`config.mk`:
```
export PLATFORM = sky130hd
export DESIGN_NAME = fifo_pop_streamer_flat
export DESIGN_NICKNAME = d
export VERILOG_FILES = /design/src/rtl/fifo_stream_pkg.sv /design/src/rtl/fifo_pop_streamer_if.sv /design/src/rtl/stream_buf.sv /design/src/rtl/fifo_pop_streamer.sv /design/src/flat_wrapper.sv
export SDC_FILE = /design/constraint.sdc
export NUM_CORES = 1
export LEC_CHECK = 0
export ABC_AREA = 1
export CAP_MARGIN = 20
export CORE_ASPECT_RATIO = 0.8
export CORE_MARGIN = 1
export CORE_UTILIZATION = 55
export CTS_CLUSTER_DIAMETER = 200
export DETAILED_ROUTE_END_ITERATION = 8
export GPL_TIMING_DRIVEN = 0
export PLACE_DENSITY_LB_ADDON = 0.12
export SYNTH_ARGS = -nofsm -noshare
export SYNTH_HDL_FRONTEND = slang
export SYNTH_SLANG_ARGS = --single-unit
```
`constraint.sdc`:
```
create_clock -name clk -period 3.3 [get_ports clk]
set_input_delay 0.66 -clock clk [delete_from_list [all_inputs] [get_ports clk]]
set_output_delay 0.66 -clock clk [all_outputs]
set_load 0.03 [all_outputs]
```
`src/rtl/fifo_stream_pkg.sv`:
```
// Shared constants and types for the FIFO pop-side streamer.
package fifo_stream_pkg;

  localparam int STREAM_BUF_DEPTH = 3;

  typedef logic [1:0] buf_idx_t;

  // Circular index advance; wraps after the last entry.
  function automatic buf_idx_t next_idx(input buf_idx_t idx);
    return (idx == buf_idx_t'(STREAM_BUF_DEPTH - 1)) ? '0 : idx + 2'd1;
  endfunction

endpackage

```
`src/rtl/fifo_pop_streamer_if.sv`:
```
// FIFO pop port and valid/ready output stream, bundled for the streamer.
interface fifo_pop_streamer_if #(
  parameter int DATA_W = 4
);
  logic              fifo_empty_i;
  logic              fifo_pop_o;
  logic [DATA_W-1:0] fifo_data_i;
  logic              m_valid_o;
  logic [DATA_W-1:0] m_data_o;
  logic              m_ready_i;

  modport master (
    input  fifo_empty_i, fifo_data_i, m_ready_i,
    output fifo_pop_o, m_valid_o, m_data_o
  );

  modport slave (
    output fifo_empty_i, fifo_data_i, m_ready_i,
    input  fifo_pop_o, m_valid_o, m_data_o
  );
endinterface

```
`src/rtl/stream_buf.sv`:
```
// Three-entry circular output buffer with push, pop, clear and head-data view.
module stream_buf
  import fifo_stream_pkg::*;
#(
  parameter int DATA_W = 4
) (
  input  logic              clk,
  input  logic              reset,
  input  logic              clear,
  input  logic              push,
  input  logic [DATA_W-1:0] push_data,
  input  logic              pop,
  output buf_idx_t          count_o,
  output logic [DATA_W-1:0] head_data_o
);

  logic [DATA_W-1:0] mem_q [0:STREAM_BUF_DEPTH-1];
  logic [DATA_W-1:0] mem_d [0:STREAM_BUF_DEPTH-1];
  buf_idx_t          rd_idx_q, rd_idx_d;
  buf_idx_t          wr_idx_q, wr_idx_d;
  buf_idx_t          count_q, count_d;

  // NOTE: every always_comb output gets a default first so no latch is inferred.
  always_comb begin
    mem_d    = mem_q;
    rd_idx_d = rd_idx_q;
    wr_idx_d = wr_idx_q;
    count_d  = count_q;
    if (clear) begin
      rd_idx_d = '0;
      wr_idx_d = '0;
      count_d  = '0;
    end else begin
      if (push) begin
        mem_d[wr_idx_q] = push_data;
        wr_idx_d        = next_idx(wr_idx_q);
      end
      if (pop) begin
        rd_idx_d = next_idx(rd_idx_q);
      end
      case ({push, pop})
        2'b10:   count_d = count_q + 2'd1;
        2'b01:   count_d = count_q - 2'd1;
        default: count_d = count_q;
      endcase
    end
  end

  // NOTE: storage is not reset; the head is only observed while count is non-zero.
  always_ff @(posedge clk) begin
    mem_q <= mem_d;
    if (reset) begin
      rd_idx_q <= '0;
      wr_idx_q <= '0;
      count_q  <= '0;
    end else begin
      rd_idx_q <= rd_idx_d;
      wr_idx_q <= wr_idx_d;
      count_q  <= count_d;
    end
  end

  assign count_o     = count_q;
  assign head_data_o = mem_q[rd_idx_q];

  a_no_overflow: assert property (@(posedge clk) disable iff (reset)
    !(push && !pop && !clear && count_q == buf_idx_t'(STREAM_BUF_DEPTH)));

  a_no_underflow: assert property (@(posedge clk) disable iff (reset)
    !(pop && !clear && count_q == '0));

endmodule

```
`src/rtl/fifo_pop_streamer.sv`:
```
// Pops a registered-read FIFO and re-presents the words as a valid/ready stream.
module fifo_pop_streamer
  import fifo_stream_pkg::*;
#(
  parameter int DATA_W = 4,
  parameter int CNT_W  = 16
) (
  input  logic                clk,
  input  logic                reset,
  fifo_pop_streamer_if.master bus,
  input  logic                flush_i,
  output logic                busy_o,
  output logic [CNT_W-1:0]    word_cnt_o
);

  logic              inflight_q, inflight_d;
  logic              discard_q, discard_d;
  logic [CNT_W-1:0]  word_cnt_q, word_cnt_d;
  buf_idx_t          buf_count;
  logic [DATA_W-1:0] head_data;
  logic [2:0]        credit_used;
  logic              pop_req;
  logic              capture;
  logic              m_valid;
  logic              handshake;

  // Credit covers buffered plus in-flight words, so a pop never waits on m_ready_i.
  always_comb begin
    credit_used = {1'b0, buf_count} + {2'b00, inflight_q};
    pop_req     = ~bus.fifo_empty_i & ~flush_i & ~reset
                & (credit_used <= 3'(STREAM_BUF_DEPTH - 1));
    m_valid     = (buf_count != '0);
    capture     = inflight_q & ~discard_q & ~flush_i;
    handshake   = m_valid & bus.m_ready_i & ~flush_i;
    inflight_d  = pop_req;
    discard_d   = flush_i & inflight_q;
    word_cnt_d  = word_cnt_q + CNT_W'(handshake);
  end

  // NOTE: sequential state uses non-blocking assignments only.
  always_ff @(posedge clk) begin
    if (reset) begin
      inflight_q <= 1'b0;
      discard_q  <= 1'b0;
      word_cnt_q <= '0;
    end else begin
      inflight_q <= inflight_d;
      discard_q  <= discard_d;
      word_cnt_q <= word_cnt_d;
    end
  end

  stream_buf #(
    .DATA_W (DATA_W)
  ) u_buf (
    .clk         (clk),
    .reset       (reset),
    .clear       (flush_i),
    .push        (capture),
    .push_data   (bus.fifo_data_i),
    .pop         (handshake),
    .count_o     (buf_count),
    .head_data_o (head_data)
  );

  assign bus.fifo_pop_o = pop_req;
  assign bus.m_valid_o  = m_valid;
  assign bus.m_data_o   = m_valid ? head_data : '0;
  assign busy_o         = m_valid | inflight_q | ~bus.fifo_empty_i;
  assign word_cnt_o     = word_cnt_q;

endmodule
```
`src/flat_wrapper.sv`:
```
// flat-port wrapper written by rule: the top's interface ports become plain ports
module fifo_pop_streamer_flat import fifo_stream_pkg::*;
#(
  parameter int DATA_W = 4,
  parameter int CNT_W  = 16
)
  (clk, reset, flush_i, busy_o, word_cnt_o, bus_fifo_empty_i, bus_fifo_data_i, bus_m_ready_i, bus_fifo_pop_o, bus_m_valid_o, bus_m_data_o);
  fifo_pop_streamer_if #(.DATA_W(DATA_W)) bus_i ();
  input  logic clk;
  input  logic reset;
  input  logic flush_i;
  output logic busy_o;
  output logic [CNT_W-1:0] word_cnt_o;
  input wire logic [$bits(bus_i.fifo_empty_i)-1:0] bus_fifo_empty_i;
  input wire logic [$bits(bus_i.fifo_data_i)-1:0] bus_fifo_data_i;
  input wire logic [$bits(bus_i.m_ready_i)-1:0] bus_m_ready_i;
  output wire logic [$bits(bus_i.fifo_pop_o)-1:0] bus_fifo_pop_o;
  output wire logic [$bits(bus_i.m_valid_o)-1:0] bus_m_valid_o;
  output wire logic [$bits(bus_i.m_data_o)-1:0] bus_m_data_o;
  assign bus_i.fifo_empty_i = bus_fifo_empty_i;
  assign bus_i.fifo_data_i = bus_fifo_data_i;
  assign bus_i.m_ready_i = bus_m_ready_i;
  assign bus_fifo_pop_o = bus_i.fifo_pop_o;
  assign bus_m_valid_o = bus_i.m_valid_o;
  assign bus_m_data_o = bus_i.m_data_o;
  fifo_pop_streamer #(.DATA_W(DATA_W), .CNT_W(CNT_W)) u_core (.clk(clk), .reset(reset), .bus(bus_i), .flush_i(flush_i), .busy_o(busy_o), .word_cnt_o(word_cnt_o));
endmodule
```
==> summary.txt, run 1 <==
Run status
  – Outcome: complete, no violations

Power and ir drop
  – Tot Pwr: 1.04 mW
  – Combinational power share: 3.6%
  – Pleak: between 0.9 and 1 nW
  – Power Density: 471 nW/um^2
  – Sequential Power Share: 44.4%
  – Int Pwr: 0.854 mW
  – Switching part of the total: about 18%
  – Psw: 0.183 mW
  – Max VDD drop: between 0.0003 and 0.0004 V
  – Clk pwr share: 52.1%

Final layout
  – Area grow syn2layout: 30.7%
  – Storage cell area: 841 um^2
  – Most frequent cells in the layout: nand2_1 (48), inv_1 (34), nor2_1 (33)
  – Layout cell share with drive strength beyond 1: 7.94%
  – Final net count: 266
  – Fillers: 210
  – Area occupied by multi-input gates: 709 um^2
  – Diode count: 0
  – Most common cell after layout, fill and taps aside: nand2_1
  – Layout Utilization: approximately 78%
  – Fin area: roughly 2200 um^2

GRT
  – Vias in the first global route: 1335
  – Initial antenna violation count: 0
  – GRT overflow: 0
  – Largest net degree at the start of global routing: 13
  – Total GRT Usage: around 25%
  – First-pass GRT wire length: 6.00 mm

Worst setup path
  – CP required: 2640 ps
  – CP bufs+invs: 2
  – Kind of end point of the critical path: primary output
  – Setup crit start kind: input pin
  – R2R setup slack: 1190 ps
  – CP Class: input pin to primary output
  – Critical-path top delay cell: clkdlybuf4s50_1
  – Crit path cell chain: clkdlybuf4s50_1 > nor2_1 > o21ai_0 > nor2_1 > clkdlybuf4s50_1
  – RR Endpoint: u_core.word_cnt_o[10]
  – Worst EP arrival: 2420 ps
  – Top cell family by delay on the critical path: buffers and inverters
  – R2r startpoint: u_core.u_buf.count_o[0]
  – Crit Path Max Fanout: 5
  – Worst Reg-to-Reg Cells: 12
  – Max incr delay on CP: 670 ps

Clock network
  – Postcts setup bufs: 0
  – H-tree levels: 2
  – CTS tree: done
  – CTS Sinks: 36
  – Clock transition at path regs: 70 ps
  – CTS Buf Count: 5
  – Max clock buf depth: 2
  – Hold_buf cts: 0
  – Worst-Skew Late Latency: 290 ps
  – Root buf cell: clkbuf_8
  – Post-cts resize count: 0

STA
  – Slew HR: between 50% and 60%
  – Final setup viols: 0
  – RSZ-0062 raised after global routing: no
  – Final Worst Setup Slack: between 200 and 250 ps
  – Worst Max-Slew Pin Slew: 624 ps
  – Fmax: 324 MHz
  – Final Hold Viols: 0
  – Min Tclk post-route: between 3000 and 4000 ps
  – Final setup TNS: 0 ps
  – Clock skew: 5.01 ps
  – Final worst-path cycle share: 93.4%
  – Max Slew Vio Count: 0

Die
  – Die Y: 51.5 um
  – Io pins: 32
  – Starting Density: around three fifths
  – Die Span X: 63.9 um
  – Die ar.: 3290 um^2
  – Core area: 2830 um^2
  – Row cnt: 17

Place
  – DP HPWL: 2.60 mm
  – Port bufs: 31
  – Placed instance area: 2040 um^2
  – Placer Congestion: 0.832
  – Post-place setup slack: 262 ps

Route
  – Residual DRC count: 0
  – Vias after detailed routing: 1461
  – Final Routed Wirelength: 3.62 mm
  – DRT iter0 DRCs: 71
  – Routed Antenna Nets: 0
  – Avg Vias per Cell: between 5 and 6
  – TritonRoute pass-1 iters: 4
  – Routed len/inst: 12.5 um

Logic synthesis
  – Yosys top cell area share: between 20% and 30%
  – Post-Syn Area: 1690 um^2
  – Sequential area share after synthesis: 49.9%
  – Cell taking the most area after synthesis: dfxtp_1
  – Number of synthesized flops with an enable pin: 12
  – Post-synthesis net count: approximately 230
  – FF+latch count, synth: 36
  – Top cells by area, synth: dfxtp_1 (29%), edfxtp_1 (21%), nand2_1 (11%)
  – Post-synth cell types: 24
  – Cells after synthesis: 213
  – Top FF cell, synth: dfxtp_1
  – Mean Syn Cell Area: 7.91 um^2
  – Fraction of registers with async set/reset: 0%
  – Ys Warns: 0

Hold path
  – Worst Hold Depth: 2
  – Hold Path End: u_core.u_buf.rd_idx_q[0]
  – Hold WC Path Type: register to register
  – Start point of the worst hold path: u_core.u_buf.rd_idx_q[0]

Flow run
  – Max Cap Violations: 0
==> metrics by stage <==
step,std cells,hold slack [ps]
floorplan,213,453
CTS,290,494
global route,290,527
detailed placement,282,483
finish,290,496
global placement,282,472
==> metal layers <==
metal,up-vias,part of all wire [%],global-route usage (%)
li1,751,-,-
met1,666,46,30.6
met2,34,46,41.0
met3,10,5.6,8.55
met4,0,2.3,12.1
met5,-,0,0
==> worst max-delay path by stage <==
stage / cells past startpoint / from / slack [ps] / to
global placement: 5 / reset / 260 / bus_fifo_pop_o
floorplan: 7 / u_core.u_buf.count_o[0] / 1170 / bus_fifo_pop_o
global route: 5 / reset / 110 / bus_fifo_pop_o
CTS: 5 / reset / 240 / bus_fifo_pop_o
detailed placement: 5 / reset / 260 / bus_fifo_pop_o
finish: 5 / reset / 220 / bus_fifo_pop_o
==> cell families after synthesis <==
| kind of cell | share of synthesized area (%) |
|---|---|
| simple gates | 28.2 |
| compound gates | 7.87 |
| buf+inv | 8.02 |
| flops | 49.9 |
| fa+ha+maj | 4.45 |
| xor+xnor | 1.56 |
==> power by group through the flow <==
stage | logic (mW) | clock network, mW | registers, mW
6_report | 0.0369 | 0.540 | 0.460
5_1_grt | 0.0407 | 0.563 | 0.460
4_1_cts | 0.0369 | 0.544 | 0.460
3_5_place_dp | 0.0365 | 0 | 0.470
3_3_place_gp | 0.0359 | 0 | 0.470
2_1_floorplan | 0.0175 | 0 | 0.470
==> sequential cells by signal, indices dropped and copies added, names as in the netlist <==
name,cells
u_core.word_cnt_o,16
u_core.u_buf.mem_q,12
u_core.u_buf.count_o,2
u_core.u_buf.rd_idx_q,2
u_core.u_buf.wr_idx_q,2
u_core.discard_q,1
u_core.inflight_q,1
==> cell usage after synthesis (all sizes together) (2+ instances only) <==
library cell	number
dfxtp	24
nand3	15
nand2	52
o21ai	7
nor3	5
nand4	2
edfxtp	12
inv	35
a21oi	10
o21a	3
nor2	36
xnor2	2
ha	6
==> tightest hold or removal path, cell delays in order (launching register included) <==
cell and delay [ps]:
dfxtp_1 330, nand2_1 70, a21oi_1 50
==> area by class of cell <==
class,count,share of cell area [%]
plain buffers,1,0.170
well taps,38,2.16
flip-flops and latches,36,38.2
clock inverters,3,4.09
clock buffers,5,3.13
inverters,35,5.97
multi-input cells,141,32.2
repair buffers,31,14.1
(Power assumes the default switching activity.)
==> inputs of run 2 (changes only) <==
- CAP_MARGIN: 20 -> 10
- CORE_ASPECT_RATIO: 0.8 -> unset
- CORE_UTILIZATION: 55 -> 51
- clock period: 3.3 -> 3.5 ns (I/O delays scaled with it)
==> run 2 against run 1 <==
  * Power decreased by 27%
  * Clock power is 46% lower
  * First-iteration DRC count decreased by 54%
  * Sequential cell count stayed put
  * Core utilization down 9.2 points
  * Critical endpoint unchanged
  * Register-to-register slack gained 310 ps
  * Largest cell class unchanged
  * Setup slack better by 220 ps
==> summary.txt, run 2 (synthesized netlist as in run 1, its figures left out) <==
Place
  – Placed instance area: 2050 um^2
  – Placed cells: 288
  – Placer Congestion: 0.813
  – Post-place setup slack: 427 ps
  – DP HPWL: about 2.4 mm
  – Port bufs: 31

Worst setup path
  – Worst Reg-to-Reg Cells: 13
  – Worst EP arrival: 2360 ps
  – CP required: around 2800 ps
  – Critical-path top delay cell: clkdlybuf4s50_1
  – R2r startpoint: u_core.u_buf.count_o[0]
  – CP bufs+invs: 2
  – Max incr delay on CP: 670 ps
  – Crit path cell chain: clkdlybuf4s50_1 > nor2_1 > o21ai_0 > nor2_1 > clkdlybuf4s50_1
  – Setup crit start kind: input pin
  – R2R setup slack: ~1500 ps
  – Crit Path Max Fanout: 5
  – Kind of end point of the critical path: primary output
  – CP Class: input pin to primary output
  – Top cell family by delay on the critical path: buffers and inverters
  – RR Endpoint: u_core.word_cnt_o[10]

Route
  – DRT iter0 DRCs: 33
  – Residual DRC count: 0
  – Vias after detailed routing: 1432
  – Final Routed Wirelength: 3.17 mm
  – Routed Antenna Nets: 0
  – TritonRoute pass-1 iters: 4
  – Avg Vias per Cell: 4.84
  – Routed len/inst: ~11 um

STA
  – Hold slack: 493 ps
  – Min Tclk post-route: 3060 ps
  – Max Slew Vio Count: 0
  – Final worst-path cycle share: 87.4%
  – Final setup viols: 0
  – Clock skew: 7.04 ps
  – Final Worst Setup Slack: 439 ps
  – Worst Max-Slew Pin Slew: 577 ps
  – RSZ-0062 raised after global routing: no
  – Fmax: 327 MHz
  – Slew HR: 61.2%
  – Final setup TNS: 0 ps
  – Final Hold Viols: 0

GRT
  – Largest net degree at the start of global routing: 13
  – Total GRT Usage: 21.0%
  – Initial antenna violation count: 0
  – GRT overflow: 0
  – Vias in the first global route: 1242
  – First-pass GRT wire length: between 5 and 6 mm

Power and ir drop
  – Max VDD drop: 0.000233 V
  – Pleak: 0.863 nW
  – Tot Pwr: 0.762 mW
  – Power Density: 357 nW/um^2

Die
  – Die Y: 59.5 um
  – Starting Density: 54.3%
  – Io pins: 32
  – Die Span X: 59.5 um
  – Row cnt: 20
  – Die ar.: 3540 um^2
  – Core area: 3100 um^2

Clock network
  – Clock transition at path regs: between 100 and 150 ps
  – Root buf cell: clkbuf_4
  – Worst-Skew Late Latency: around 350 ps
  – CTS Sinks: 36
  – Max clock buf depth: 2
  – Hold_buf cts: 0
  – Post-cts resize count: 0
  – CTS tree: done
  – H-tree levels: 2
  – Postcts setup bufs: 0
  – CTS Buf Count: 5

Final layout
  – Diode count: 0
  – Max reg flops: 16
  – Final net count: 266
  – Most frequent cells in the layout: nand2_1 (48), inv_1 (34), nor2_1 (33)
  – Layout cell share with drive strength beyond 1: 7.94%
  – Area grow syn2layout: 26.4%
  – Fin area: 2130 um^2
  – Layout Utilization: 68.7%
  – Most common cell after layout, fill and taps aside: nand2_1
  – Fin cells: 296

Hold path
  – Start point of the worst hold path: u_core.u_buf.rd_idx_q[0]
  – Hold Path End: u_core.u_buf.rd_idx_q[0]
  – Worst Hold Depth: 2
  – Hold WC Path Type: register to register

Run status
  – Outcome: complete, no violations

Flow run
  – Max Cap Violations: 0
-- run 2: tightest hold or removal path: cells and delay by family (launching register included) --
kind | cells | cell delay [ps]
flip-flops | 1 | 340
AO/OA/AOI/OAI | 1 | 60
AND/OR/NAND/NOR | 1 | 60
-- run 2: worst max path at each step --
stage | from | to | slack, ps | cells past startpoint
2_1_floorplan | u_core.u_buf.count_o[0] | bus_fifo_pop_o | 1330 | 7
3_3_place_gp | reset | bus_fifo_pop_o | 390 | 5
3_5_place_dp | reset | bus_fifo_pop_o | 430 | 5
4_1_cts | reset | bus_fifo_pop_o | 420 | 5
5_1_grt | u_core.u_buf.count_o[0] | bus_fifo_pop_o | 300 | 8
6_report | reset | bus_fifo_pop_o | 440 | 5
-- run 2: final cells by class --
cell class | count | area (um^2)
Timing Repair Buffer | 31 | 310
Fill cell | 288 | 972
Tap cell | 44 | 55.1
Buffer | 1 | 3.75
Sequential cell | 36 | 841
Clock buffer | 5 | 37.5
Inverter | 35 | 131
Multi-Input combinational cell | 141 | 709
Clock inverter | 3 | 42.5
-- run 2: power by group --
group / internal [mW] / switching [mW]
Combinational: 0.0158 / 0.0184
Sequential: 0.433 / 0.000919
Clock: 0.149 / 0.145
Total: 0.598 / 0.164
-- run 2: per-layer routing --
| layer | global-route usage [%] | vias up | part of all wire, % |
|---|---|---|---|
| met5 | 0 | - | 0 |
| met4 | 12.2 | 0 | 2.3 |
| met3 | 4.59 | 7 | 4.8 |
| met2 | 34.5 | 41 | 48 |
| met1 | 25.1 | 635 | 44 |
| li1 | - | 749 | - |
==> inputs of run 3 (changes only) <==
- clock period: 3.5 -> 3.49 ns (I/O delays scaled with it)
==> results of run 3 <==
The final DEF is identical to that of run 2. Status: complete, no violations.
Main changes from that run: setup slack after placement 427 ps -> 421 ps; setup slack after layout 439 ps -> 433 ps; register-to-register setup slack 1500 ps -> 1490 ps; total power 0.762 mW -> 0.764 mW; worst IR drop on VDD 0.000233 V -> 0.000234 V
==> patch 1, RTL diff (settings of run 3) <==
`DATA_W` is set to 4 in 4 places; all go to 6.
--- a/src/rtl/fifo_pop_streamer_if.sv
+++ b/src/rtl/fifo_pop_streamer_if.sv
@@ -1,6 +1,6 @@
 // FIFO pop port and valid/ready output stream, bundled for the streamer.
 interface fifo_pop_streamer_if #(
-  parameter int DATA_W = 4
+  parameter int DATA_W = 6
 );
   logic              fifo_empty_i;
   logic              fifo_pop_o;
--- a/src/rtl/stream_buf.sv
+++ b/src/rtl/stream_buf.sv
@@ -2,7 +2,7 @@
 module stream_buf
   import fifo_stream_pkg::*;
 #(
-  parameter int DATA_W = 4
+  parameter int DATA_W = 6
 ) (
   input  logic              clk,
   input  logic              reset,
--- a/src/rtl/fifo_pop_streamer.sv
+++ b/src/rtl/fifo_pop_streamer.sv
@@ -2,7 +2,7 @@
 module fifo_pop_streamer
   import fifo_stream_pkg::*;
 #(
-  parameter int DATA_W = 4,
+  parameter int DATA_W = 6,
   parameter int CNT_W  = 16
 ) (
   input  logic                clk,
--- a/src/flat_wrapper.sv
+++ b/src/flat_wrapper.sv
@@ -1,7 +1,7 @@
 // flat-port wrapper written by rule: the top's interface ports become plain ports
 module fifo_pop_streamer_flat import fifo_stream_pkg::*;
 #(
-  parameter int DATA_W = 4,
+  parameter int DATA_W = 6,
   parameter int CNT_W  = 16
 )
   (clk, reset, flush_i, busy_o, word_cnt_o, bus_fifo_empty_i, bus_fifo_data_i, bus_m_ready_i, bus_fifo_pop_o, bus_m_valid_o, bus_m_data_o);
Interface: changed (resized bus_fifo_data_i and bus_m_data_o); port bits go from 32 to 36. No check against the original RTL was run, so the function may have changed too.
==> patch 1 against run 3 <==
- sequential cell count is 6 higher
- first-iteration DRC count rose by 88%
- power grew 15%
- wire length rose by 9.0%
- synthesized cell count grew 10%
- area after synthesis up 15%
- clock skew grew 0.67 ps
- setup slack got worse by 3.8 ps
- final area up 14%
- largest power group unchanged
==> patch 1: results (changes against run 3) <==
Status = finished, final reports clean
HPWL Detailed = 2540 um (+7.1%)
Iteration-0 DRC Markers = 62 (+88%)
EDFF count, synth = 18 (+6)
Post-synth net total = 252 (+11%)
Hold WC Path Type = flip-flop to flip-flop
Initial antenna violation count = 0 (unchanged)
# resized after CTS = 0 (unchanged)
Asr flop ratio synth = 0 (unchanged)
Fill cells = 330 (+15%)
Worst vdd ir = 0.320 mV (+37%)
H-tree levels = 2 (unchanged)
Routability cong. = 0.806 (-0.89%)
Longest Clk Path Bufs = 2 (unchanged)
Clock root cell = clkbuf_8
GRT Resource Usage Total = 0.196 (-0.0139)
Largest Register = u_core.u_buf.mem_q
Number of buffers created by CTS = 5 (unchanged)
Commonest cells post-synth = nand2_1, inv_1, nor2_1
# port buffers = 34 (+9.7%)
Vias in the first global route = 1353 (+8.9%)
Max reg flops = 18 (+2)
Nets = 293 (+10%)
Clock slew at reported path FFs = 80 ps (-30 ps)
Layout cells sized above 1 = 0.123 (+0.0434)
Critical path fanouts, max = 4 (-1)
Ant diodes = 0 (unchanged)
Synth cell types = 22 (-8.3%)
Drt total wl = 3460 um (+9.0%)
Global-route wire length before repair = 5920 um (+10%)
Top_reg_cell synth = dfxtp_1
Static Leak = 0.000985 uW (+14%)
Clock latency at the later pin of the worst-skew pair = 300 ps (-50 ps)
Largest net degree at the start of global routing = 16 (+3)
Via density = 4.66 (-3.7%)
Seq/Total Area, Yosys = 0.527 (+0.0286)
Final Skew = 7.71 ps (+0.667 ps)
Worst slew margin = 0.341 (-0.271)
Postcts setup bufs = 0 (unchanged)
Top cells by area, synth = edfxtp_1, dfxtp_1, nand2_1, inv_1, nor2_1
Drt pass-1 iters = 4 (unchanged)
Synthesis Warnings = 0 (unchanged)
-- patch 1: layout make-up --
type | instances | area share
multi-input combinational | 153 | 0.314
timing repair buffer | 34 | 0.140
buffer | 1 | 0.00206
inverter | 39 | 0.0603
sequential | 42 | 0.420
clock inverter | 3 | 0.00979
tap | 48 | 0.0247
clock buffer | 5 | 0.0283
-- patch 1: final timing paths --
path	start	to	slack (ps)	cells past startpoint
setup / recovery	flush_i	bus_fifo_pop_o	430	5
hold / removal	u_core.u_buf.wr_idx_q[1]$_SDFFE_PP0P_	u_core.u_buf.wr_idx_q[1]$_SDFFE_PP0P_	470	2
setup reg to reg	u_core.u_buf.count_o[0]$_SDFFE_PP0P_	u_core.word_cnt_o[14]$_SDFF_PP0_	1480	13
hold reg to reg	u_core.u_buf.wr_idx_q[1]$_SDFFE_PP0P_	u_core.u_buf.wr_idx_q[1]$_SDFFE_PP0P_	470	2
-- patch 1: cells by family after synthesis --
group / Yosys count / share of synthesized area
XOR/XNOR: 3 / 0.0136
flip-flops: 42 / 0.527
adder cells (fa/ha/maj): 6 / 0.0388
AND/OR/NAND/NOR: 123 / 0.284
AO/OA/AOI/OAI: 21 / 0.0582
buffers and inverters: 40 / 0.0782
-- patch 1: layer usage --
metal	routed length (um)	up-vias	share of wire	track usage
met5	0	-	0	0
met4	57	0	0.016	0.0767
met3	121	6	0.035	0.0598
met2	1510	21	0.44	0.302
met1	1780	669	0.51	0.256
li1	-	818	-	-
-- patch 1: worst max-delay path, stage by stage --
cell	delay, ps
clkdlybuf4s50_1	530
nor2_1	250
o21ai_1	120
nor2_1	100
clkdlybuf4s50_1	670
-- patch 1: metrics by stage --
step | utilization | instance area [um2] | std cells | setup WS (ps)
floorplan | - | 1940 | 235 | 1270
global placement | 0.638 | 2340 | 317 | 440
detailed placement | 0.638 | 2340 | 317 | 422
CTS | 0.663 | 2430 | 325 | 416
global route | 0.663 | 2430 | 325 | 298
finish | 0.663 | 2430 | 325 | 430
-- patch 1: report_power, final --
| group | leakage, uW | internal, uW | switching [uW] |
|---|---|---|---|
| registers | 0.000356 | 514 | 1.26 |
| logic | 0.000589 | 18.0 | 21.8 |
| clock network | 0.0000408 | 143 | 181 |
==> patch 2, RTL diff (flow settings as in run 3) <==
Without the edit above. Make the reset (`reset`) asynchronous in one clocked block.
--- a/src/rtl/fifo_pop_streamer.sv
+++ b/src/rtl/fifo_pop_streamer.sv
@@ -38,7 +38,7 @@
   end
 
   // NOTE: sequential state uses non-blocking assignments only.
-  always_ff @(posedge clk) begin
+  always_ff @(posedge clk or posedge reset) begin
     if (reset) begin
       inflight_q <= 1'b0;
       discard_q  <= 1'b0;
Function: differs if reset is asserted again (counterexample within 4 cycles, from zero or initial values and one cycle with reset high); with reset held inactive, the same outputs for 10 cycles.
==> patch 2 against run 3 <==
- worst hold slack improved by 5.4 ps
- first-iteration DRC count increased by 120%
- area after synthesis increased by 2.7%
- wire length increased by 8.5%
- global-route usage increased by 1.6 points
- clock skew about the same
- setup slack improved by 70 ps
- power increased by 1.9%
- final area increased by 1.9%
- via count decreased by 4.7%
- sequential cell count unchanged
- largest power group unchanged
==> patch 2: results (changes against run 3) <==
Post-Synth Adder-Cell Area = 0.0434 (-0.00116)
Hold path startpoint = u_core.u_buf.wr_idx_q[0]$_SDFFE_PP0P_
Reg2reg end = u_core.word_cnt_o[10]$_DFF_PP0_
Largest net degree at the start of global routing = 19 (+6)
Status = finished, final reports clean
Placed cell count = 267 (-7.3%)
Top_reg_cell synth = dfrtp_1
Clock root cell = clkbuf_4
Synth cell types = 22 (-8.3%)
Seq/Total Area, Yosys = 0.538 (+0.0391)
Static Leak = 0.000959 uW (+11%)
Nets = 245 (-7.9%)
Post-synth net total = 207 (-9.2%)
Worst slew margin = 0.538 (-0.0741)
Via density = 4.96 (+2.6%)
Max reg flops = 16 (unchanged)
Top cells by area, synth = dfrtp_1, edfxtp_1, nand2_1, dfxtp_1, inv_1
Synth Area in Compound Gates = 0.0304 (-0.0483)
Routed WL per cell = 12.5 um (+17%)
Final instance area = 0.00217 mm2 (+1.9%)
Asr flop ratio synth = 0.500 (+0.500)
DP Area = 0.00210 mm2 (+2.2%)
Worst vdd ir = 0.276 mV (+18%)
Critical R2R Launch = u_core.u_buf.count_o[1]$_SDFFE_PP0P_
R2R cell count = 11 (-2)
HPWL Detailed = 2600 um (+9.4%)
Vias = 1365 (-4.7%)
Fill cells = 257 (-11%)
Arr. time, crit path = 2290 ps (-70 ps)
Global-route wire length before repair = 5750 um (+7.1%)
Final Skew = 7.37 ps (+0.331 ps)
Synth Area in XOR/XNOR = 0.0354 (+0.0198)
GRT Resource Usage Total = 0.225 (+0.0156)
Commonest cells post-synth = nand2_1, inv_1, nor2_1
Reg2Reg Setup Slack = 1520 ps (+30 ps)
Iteration-0 DRC Markers = 71 (+120%)
Critical path fanouts, max = 6 (+1)
Routability cong. = 0.743 (-8.6%)
Hold Path Sink = u_core.u_buf.wr_idx_q[0]$_SDFFE_PP0P_
Synthesized instance count = 192 (-9.9%)
==> patch 2: worst max-delay path by stage <==
stage	slack, ps	start	end
global placement	590	flush_i	bus_fifo_pop_o
finish	500	u_core.u_buf.count_o[0]$_SDFFE_PP0P_	bus_fifo_pop_o
global route	340	u_core.u_buf.count_o[0]$_SDFFE_PP0P_	bus_fifo_pop_o
detailed placement	550	flush_i	bus_fifo_pop_o
CTS	470	u_core.u_buf.count_o[0]$_SDFFE_PP0P_	bus_fifo_pop_o
floorplan	1490	u_core.u_buf.count_o[0]$_SDFFE_PP0P_	bus_fifo_pop_o
==> patch 2: worst max-delay path, delay by kind of cell, from the launching register on <==
kind	cells	cell delay, ps
compound gates	1	150
fa+ha+maj	2	480
buf+inv	3	740
flops	1	440
simple gates	1	130
==> patch 2: cells by family after synthesis <==
kind of cell / after synthesis
compound gates: 10
xor+xnor: 7
flops: 36
buf+inv: 27
simple gates: 106
fa+ha+maj: 6
==> patch 2: metrics by stage <==
stage,setup WS (ps),total power (uW)
3_3_place_gp,585,501
5_1_grt,341,814
3_5_place_dp,547,504
6_report,503,778
2_1_floorplan,1490,477
4_1_cts,474,789
==> patch 2: final cells by class <==
type / count / area share
flip-flops and latches: 36 / 0.429
clock inverters: 2 / 0.0161
well taps: 44 / 0.0253
clock buffers: 6 / 0.0190
inverters: 27 / 0.0467
repair buffers: 31 / 0.143
multi-input cells: 129 / 0.321
==> patch 2: power by group <==
group | switching, uW | internal, uW | total (uW)
Combinational | 28.2 | 21.3 | 49.5
Clock | 134 | 150 | 284
Sequential | 3.68 | 441 | 444
==> patch 2: per-layer routing <==
metal  up-vias  wire [um]  GRT usage
li1        686          -          -
met1       633       1450      0.253
met2        36       1780      0.380
met3        10        133     0.0671
met4         0         79      0.123
met5         -          0          0
